**config.mk**
```make
export PLATFORM = sky130hd
export DESIGN_NAME = pipeline_stall_ctrl
export DESIGN_NICKNAME = d
export VERILOG_FILES = /design/src/rtl/pipeline_stall_ctrl.sv
export SDC_FILE = /design/constraint.sdc
export NUM_CORES = 1
export LEC_CHECK = 0
export CAP_MARGIN = 30
export CORE_ASPECT_RATIO = 1.75
export CORE_UTILIZATION = 40
export CTS_CLUSTER_SIZE = 14
export DETAILED_ROUTE_END_ITERATION = 8
export GPL_TIMING_DRIVEN = 0
export PLACE_DENSITY = 0.76
export RECOVER_POWER = 50
export SLEW_MARGIN = 5
export SYNTH_ARGS = -nofsm -noshare
export SYNTH_HDL_FRONTEND = slang
export SYNTH_SLANG_ARGS = --single-unit
```
**constraint.sdc**
```tcl
create_clock -name clk -period 1.7 [get_ports clk]
set_input_delay 0.34 -clock clk [delete_from_list [all_inputs] [get_ports clk]]
set_output_delay 0.34 -clock clk [all_outputs]
set_load 0.05 [all_outputs]
```
**src/rtl/pipeline_stall_ctrl.sv**
```systemverilog
// Pipeline hazard controller: memory-wait freeze, taken-branch flush and load-use bubble.
// Control outputs are combinational from state and inputs; wait counter, timeout flag and stall counter are registered.
module pipeline_stall_ctrl #(
  parameter int WAIT_MAX = 8,
  parameter int CNT_W    = 16
) (
  input  logic             clk,
  input  logic             reset,
  input  logic             id_ex_memread,
  input  logic [4:0]       id_ex_rt,
  input  logic [4:0]       if_id_rs,
  input  logic [4:0]       if_id_rt,
  input  logic             ex_mem_memread,
  input  logic             ex_mem_memwrite,
  input  logic             dmem_ready,
  input  logic             branch_taken,
  output logic             pc_write,
  output logic             if_id_write,
  output logic             id_ex_bubble,
  output logic             ex_mem_hold,
  output logic             if_id_flush,
  output logic             id_ex_flush,
  output logic             dmem_req,
  output logic             mem_timeout,
  output logic [CNT_W-1:0] stall_count
);

  localparam int WW = (WAIT_MAX < 2) ? 1 : $clog2(WAIT_MAX + 1);
  localparam logic [WW-1:0] WAIT_LIM = WW'(WAIT_MAX);

  typedef enum logic [1:0] {
    RUN      = 2'd0,
    MEM_WAIT = 2'd1,
    FLUSH    = 2'd2
  } state_t;

  state_t        state;
  state_t        state_nxt;
  logic [WW-1:0] wait_cnt;
  logic          load_use;
  logic          access_pending;
  logic          freeze;
  logic          run_flush;
  logic          run_bubble;

  assign load_use = id_ex_memread && (id_ex_rt != 5'd0) &&
                    ((id_ex_rt == if_id_rs) || (id_ex_rt == if_id_rt));
  assign access_pending = ex_mem_memread | ex_mem_memwrite;

  // Branch outranks load-use once the memory side is not freezing the pipe.
  assign run_flush  = branch_taken;
  assign run_bubble = !branch_taken && load_use;

  always_comb begin
    state_nxt    = state;
    freeze       = 1'b0;
    pc_write     = 1'b1;
    if_id_write  = 1'b1;
    id_ex_bubble = 1'b0;
    ex_mem_hold  = 1'b0;
    if_id_flush  = 1'b0;
    id_ex_flush  = 1'b0;
    dmem_req     = 1'b0;

    case (state)
      RUN: begin
        dmem_req = access_pending;
        if (access_pending && !dmem_ready) begin
          freeze    = 1'b1;
          state_nxt = MEM_WAIT;
        end else if (run_flush) begin
          if_id_flush = 1'b1;
          id_ex_flush = 1'b1;
          state_nxt   = FLUSH;
        end else if (run_bubble) begin
          pc_write     = 1'b0;
          if_id_write  = 1'b0;
          id_ex_bubble = 1'b1;
        end
      end

      MEM_WAIT: begin
        dmem_req = access_pending;
        if (!dmem_ready) begin
          freeze = 1'b1;
        end else begin
          // Release cycle: the held branch or hazard is acted on now, then back to RUN.
          state_nxt = RUN;
          if (run_flush) begin
            if_id_flush = 1'b1;
            id_ex_flush = 1'b1;
          end else if (run_bubble) begin
            pc_write     = 1'b0;
            if_id_write  = 1'b0;
            id_ex_bubble = 1'b1;
          end
        end
      end

      FLUSH: begin
        state_nxt = RUN;
      end

      default: begin
        state_nxt = RUN;
      end
    endcase

    if (freeze) begin
      pc_write    = 1'b0;
      if_id_write = 1'b0;
      ex_mem_hold = 1'b1;
    end
  end

  always_ff @(posedge clk or posedge reset) begin
    if (reset) begin
      state <= RUN;
    end else begin
      state <= state_nxt;
    end
  end

  // Counts consecutive frozen cycles; the first frozen cycle happens in RUN and loads 1.
  always_ff @(posedge clk or posedge reset) begin
    if (reset) begin
      wait_cnt <= '0;
    end else if (freeze) begin
      if (state == RUN) begin
        wait_cnt <= WW'(1);
      end else if (wait_cnt != WAIT_LIM) begin
        wait_cnt <= wait_cnt + WW'(1);
      end
    end else begin
      wait_cnt <= '0;
    end
  end

  always_ff @(posedge clk or posedge reset) begin
    if (reset) begin
      mem_timeout <= 1'b0;
    end else if ((state == MEM_WAIT) && !dmem_ready && (wait_cnt == WAIT_LIM)) begin
      mem_timeout <= 1'b1;
    end
  end

  always_ff @(posedge clk or posedge reset) begin
    if (reset) begin
      stall_count <= '0;
    end else if (!pc_write && (stall_count != '1)) begin
      stall_count <= stall_count + CNT_W'(1);
    end
  end

endmodule

```
==> results of run 1 <==
power by group through the flow:
stage	logic, W	registers [W]	clock network (W)
4_1_cts	0.000898	0.000799	0.000337
6_report	0.000917	0.000801	0.000332
5_1_grt	0.000966	0.000820	0.000349
3_5_place_dp	0.000871	0.000811	0
3_3_place_gp	0.000858	0.000808	0
2_1_floorplan	0.000306	0.00106	0
how the worst max path moves through the flow:
| stage | endpoint | slack [ns] | cells past startpoint |
|---|---|---|---|
| global route | pc_write | -0.31 | 7 |
| finish | pc_write | -0.28 | 7 |
| detailed placement | pc_write | -1.34 | 7 |
| global placement | pc_write | -1.33 | 7 |
| CTS | pc_write | -0.30 | 7 |
| floorplan | pc_write | -0.33 | 5 |
placed cells by master, fill, tap and decap left out, drive strengths merged, types with 2 or more instances in the layout:
cell,n
dlymetal6s2s,5
clkdlybuf4s50,4
nor4,2
nor2,16
nand3,10
buf,26
ha,3
nand4,3
nand2,12
xnor2,15
or2,2
clkbuf,5
dfrtp,23
dlygate4sd2,24
nor3,11
mux2,2
xor2,11
inv,7
o21ai,6
cells in the mapped netlist, types with 2 or more instances:
library cell,instances
nor3_2,5
nand3_1,10
dfrtp_1,23
ha_1,3
nand2_1,12
nor3_1,6
inv_1,7
nand4_1,2
o21ai_0,3
xor2_1,11
buf_4,2
xnor2_1,15
nor2_1,16
worst max-delay path, delay by kind of cell:
family / cells / cell delay [ns]
buffers and inverters: 3 / 0.34
AO/OA/AOI/OAI: 2 / 0.35
AND/OR/NAND/NOR: 2 / 0.61
kinds of logic (layout without fill, tap and decap cells):
logic type / Yosys count / after routing / synth area share, %
flops: 23 / 23 / 42.95
simple gates: 62 / 62 / 25.40
mux: 2 / 2 / 1.960
compound gates: 9 / 10 / 6.442
buf+inv: 10 / 71 / 3.454
fa+ha+maj: 3 / 3 / 2.801
xor+xnor: 26 / 26 / 16.99
sequential cells by signal, summed over array words and instances (netlist names):
register     cells
mem_timeout      1
stall_count     16
state            2
wait_cnt         4
through the flow:
| stage | utilization [%] | total power (W) |
|---|---|---|
| 2_1_floorplan | - | 0.001369 |
| 3_3_place_gp | 60.72 | 0.001666 |
| 3_5_place_dp | 60.72 | 0.001681 |
| 4_1_cts | 68.12 | 0.002034 |
| 5_1_grt | 70.02 | 0.002135 |
| 6_report | 70.02 | 0.002050 |
final cells by class:
class                   instances  area, um2  share of cell area [%]
inverters                       7      26.28                   1.182
repair buffers                 58      546.8                   24.59
multi-input cells             103      940.9                   42.32
plain buffers                   2      18.77                  0.8441
clock buffers                   4      45.04                   2.026
flip-flops and latches         23      591.8                   26.62
well taps                      43      53.80                   2.420
repair_timing:
item                                    CTS  global route
gates resized for setup                 116            19
endpoints found under the setup margin   42            27
pin swaps                                16            10
gates cloned                              1             0
buffers inserted                         18             1
routing by layer:
layer	routed length (um)	GRT usage (%)	share of wire, %
met2	2319	46.57	60
met1	1296	22.22	33
met3	213	2.759	5.5
met5	0	0	0
met4	48	5.000	1.2
==> flow_summary.yaml, run 1 <==
status:
  outcome: "finished, violations left"
  violations: "setup timing"
critical_path:
  crit_path_end_kind: "primary output"
  reg2reg_depth: 8
  r2r-start: "state[0]"
  r2r_slack_ns: -0.21
  crit_slowest_cell: "or4_4"
  worst-setup-path-type: "in -> out"
  critPathRequiredTime_ns: 1.36
  start_kind: "primary input"
  max_stage_delay_ns: 0.54
  r2r_end: "stall_count[12]"
  path_max_fanout: 3
  path_cells: "buf_8 -> or4_4 -> o21ai_4 -> nor3_4 -> a21oi_4 -> buf_6 -> buf_8"
  critPathMostFrequentCell: "buf_8"
  critPathArrivalTime_ns: 1.64
  crit_path_start: "id_ex_rt[3]"
power_and_ir_drop:
  cellInternalPower_w: 0.001153
  p_leak_nw: 1.032
  power.density_nw_per_um2: 922.0
  switching_share_pct: 43.77
  max-vdd-ir-drop_v: 0.0008671
  clkPwrFrac_pct: 16.2
  p_seq_share_pct: 39.1
  p_sw_w: 0.0008971
  comb_power_share_pct: 44.7
drt:
  firstDrtPassIters: 4
  vias_per_cell: 5.242
  drt_iter0_drc: 21
  ant_nets: 0
  routedWlPerCell_um: 16.15
  drc_errors: 0
  num_vias: 1258
  wl_mm: 3.877
final_layout:
  syn_to_final_growth_pct: 65.92
  fin_cells: 240
  layout-drive-gt1-share_pct: 42.13
  num_antenna_cells: 0
  final_cell_area_um2: 2223
  nets: 223
  filler_cell_count: 274
cts:
  cts_tree: "built"
  path_clk_slew_ns: 0.08
  cts_buffer_depth: 2
  cts_buffers: 3
  numClockSinks: 23
  htreeDepth: 1
  cts.hold.buffers_added: 0
  cts_root_buf: "clkbuf_8"
  clock_latency_ns: 0.26
worst_hold_path:
  min_to: "state[1]"
  hold_path_class: "in -> reg"
  holdPathStages: 3
  hold_start: "branch_taken"
placement:
  dp_slack_ns: -1.336
  hpwl_mm: 2.521
  placed_cells: 223
  post_dp_cell_area_um2: 1928
  gp_congestion: 0.7590
  io_buffers: 45
global_route:
  gr-usage-all-layers_pct: 22.90
  grt_pass1_vias: 1343
  grt_pass1_wl_mm: 6.078
  gr-total-overflow: 0
  grt_max_degree: 24
  grt_antenna_before_repair: 0
timing:
  rsz0062_at_grt: "yes"
  max_freq_mhz: 504.9
  fin_hold_ws_ns: 0.4626
  finalMaxSlewViolations: 0
  setup_ws_ns: -0.2807
  maxSlewHeadroom_pct: 43.51
  period_needed_ns: 1.981
  worst_pin_slew_ns: 0.8464
  fin_crit_sh_pct: 116.5
  fin_skew_ns: 0.004506
  hold_viol: 0
  setup_viol: 20
  fin_tns_setup_ns: -3.519
synthesis:
  synth_area_leaders: "dfrtp_1 43%, xnor2_1 9.8%, xor2_1 7.2%"
  ys_ff_latch: 23
  syn_area_per_cell_um2: 9.926
  synth.distinct_cells: 33
  syn_nets: 160
  seq_area_frac_synth_pct: 42.95
  syn_area_um2: 1340
  ys_dominant_reg_cell: "dfrtp_1"
  synth_top_cell_area_share_pct: 42.95
  synth-edff-count: 0
  synthCells: 135
  yosys_warnings: 0
  yosys.area.top_type: "dfrtp_1"
  synthArstFlopShare_pct: 100.0
die:
  die_area_um2: 3595
  io_pins: 46
  die_x_um: 45.76
  die_h_um: 78.57
  start_util_pct: 42.20
  coreArea_um2: 3176
  rows: 27
job:
  cap_viol_max_count: 0
(Power assumes the default switching activity.)
==> inputs of run 2 (changes only) <==
Settings changed: GPL_TIMING_DRIVEN 0 to default.
==> run 2 against run 1 <==
Net effect:
- the run still ends with setup timing left
- worst setup slack improved by 0.041 ns
- sequential share of layout area fell by 2.3 points
- sequential power down 3.2%
- wire length up 13%
- die area did not move
- clock skew rose by 0.0013 ns
- via count is 3.7% higher
- cell count rose by 8.3%
- sequential cell count did not move
- hold slack better by 0.012 ns
- largest cell class unchanged
==> flow_summary.yaml, run 2 (same netlist as run 1, synthesis figures left out) <==
die:
  io_pins: 46
  rows: 27
  die_h_um: 78.57
  coreArea_um2: 3176
  die_x_um: 45.76
  die_area_um2: 3595
  start_util_pct: 42.20
final_layout:
  nets: 243
  final_common_cell: "buf_4"
  filler_cell_count: 227
  num_antenna_cells: 0
  largest_reg_flops: 16
  reg.largest.list: "stall_count x16, wait_cnt x4, state x2"
  layout_common_cells: "43 x buf_4, 13 x dfrtp_2, 12 x xnor2_1, 12 x nand2_1"
  layout-drive-gt1-share_pct: 55.76
  largest-register: "stall_count"
  syn_to_final_growth_pct: 81.33
drt:
  routedWlPerCell_um: 16.86
  wl_mm: 4.383
  firstDrtPassIters: 4
  ant_nets: 0
  drc_errors: 0
  vias_per_cell: 5.015
  num_vias: 1304
  drt_iter0_drc: 30
timing:
  rsz0062_at_grt: "yes"
  fin_crit_sh_pct: 114.1
  maxSlewHeadroom_pct: 61.52
  period_needed_ns: 1.939
  finalMaxSlewViolations: 0
  fin_skew_ns: 0.005813
  worst_pin_slew_ns: 0.5772
  hold_viol: 0
  setup_viol: 19
  setup_ws_ns: -0.2395
  fin_tns_setup_ns: -1.798
  fin_hold_ws_ns: 0.4744
  max_freq_mhz: 515.6
critical_path:
  crit_slowest_cell: "or4_4"
  critPathRequiredTime_ns: 1.36
  max_stage_delay_ns: 0.52
  reg2reg_depth: 7
  worst-setup-path-type: "in -> out"
  crit_path_end_kind: "primary output"
  start_kind: "primary input"
  r2r-start: "state[0]"
  crit_path_start: "id_ex_rt[2]"
  critPathArrivalTime_ns: 1.60
  r2r_end: "stall_count[12]"
  path_max_fanout: 3
  path_cells: "buf_2 -> or4_4 -> o21ai_4 -> nor3_4 -> a21oi_4 -> buf_12"
  r2r_slack_ns: -0.17
cts:
  cts_buffers: 3
  clock_latency_ns: 0.26
  numClockSinks: 23
  cts_buffer_depth: 2
  htreeDepth: 1
  cts_root_buf: "clkbuf_8"
  path_clk_slew_ns: 0.08
  cts_tree: "built"
  cts.hold.buffers_added: 0
global_route:
  grt_pass1_vias: 1387
  grt_pass1_wl_mm: 6.099
  grt_antenna_before_repair: 0
  grt_max_degree: 24
  gr-total-overflow: 0
  gr-usage-all-layers_pct: 23.67
worst_hold_path:
  hold_start: "mem_timeout"
  hold_path_class: "reg -> reg"
  holdPathStages: 1
  min_to: "mem_timeout"
power_and_ir_drop:
  power.density_nw_per_um2: 905.1
  clkPwrFrac_pct: 15.3
  p_leak_nw: 1.155
  max-vdd-ir-drop_v: 0.001000
  p_seq_share_pct: 35.2
  switching_share_pct: 42.43
  comb_power_share_pct: 49.5
  cellInternalPower_w: 0.001266
  p_sw_w: 0.0009332
status:
  violations: "setup timing"
  outcome: "finished, violations left"
placement:
  hpwl_mm: 2.963
  gp_congestion: 0.8268
  io_buffers: 45
job:
  cap_viol_max_count: 0
-- run 2: through the flow --
stage                     cells  utilization (%)  worst slack, ns  power [W]  instance area [um2]
final                       260            76.52          -0.2395   0.002199                 2430
after global routing        260            76.52          -0.2641   0.002288                 2430
after CTS                   258            72.42          -0.2968   0.002185                 2300
after detailed placement    246            66.59          -0.6445   0.001795                 2115
after global placement      246            66.59          -0.5836   0.001760                 2115
after floorplan             135                -          -0.3273   0.001369                 1424
-- run 2: worst max path at each step --
stage / end / slack, ns / cells after the start
floorplan: pc_write / -0.33 / 5
global placement: pc_write / -0.58 / 6
detailed placement: stall_count[11] / -0.64 / 9
CTS: pc_write / -0.30 / 6
global route: id_ex_bubble / -0.26 / 5
finish: pc_write / -0.24 / 6
-- run 2: layer usage --
metal | vias up | track usage, % | part of all wire (%)
li1 | 616 | - | -
met2 | 51 | 46.86 | 59
met3 | 10 | 3.218 | 4.8
met5 | - | 0 | 0
met1 | 627 | 22.34 | 34
met4 | 0 | 8.529 | 2.3
-- run 2: cell type report --
type                       instances  area (um2)  share of cell area (%)
multi-input combinational        103       940.9                   38.72
timing repair buffer              80       772.0                   31.77
sequential                        23       591.8                   24.36
tap                               43       53.80                   2.214
clock buffer                       4       45.04                   1.854
inverter                           7       26.28                   1.081
-- run 2: critical path, delay by kind of cell --
kind,cells,cell delay (ns)
compound gates,2,0.39
buf+inv,2,0.28
simple gates,2,0.59
-- run 2: power groups by stage --
stage | Combinational [W] | Clock [W] | Sequential, W
6_report | 0.00109 | 0.000336 | 0.000775
5_1_grt | 0.00114 | 0.000362 | 0.000788
4_1_cts | 0.00107 | 0.000346 | 0.000773
3_5_place_dp | 0.00101 | 0 | 0.000781
3_3_place_gp | 0.000987 | 0 | 0.000773
2_1_floorplan | 0.000306 | 0 | 0.00106
-- run 2: timing repair --
action                     in CTS  in global routing
hold endpoints to repair        0                  0
pin swaps                      17                 22
gates cloned                    1                  0
gates resized for setup        41                 32
buffers inserted                7                  4
setup endpoints to repair      22                 22
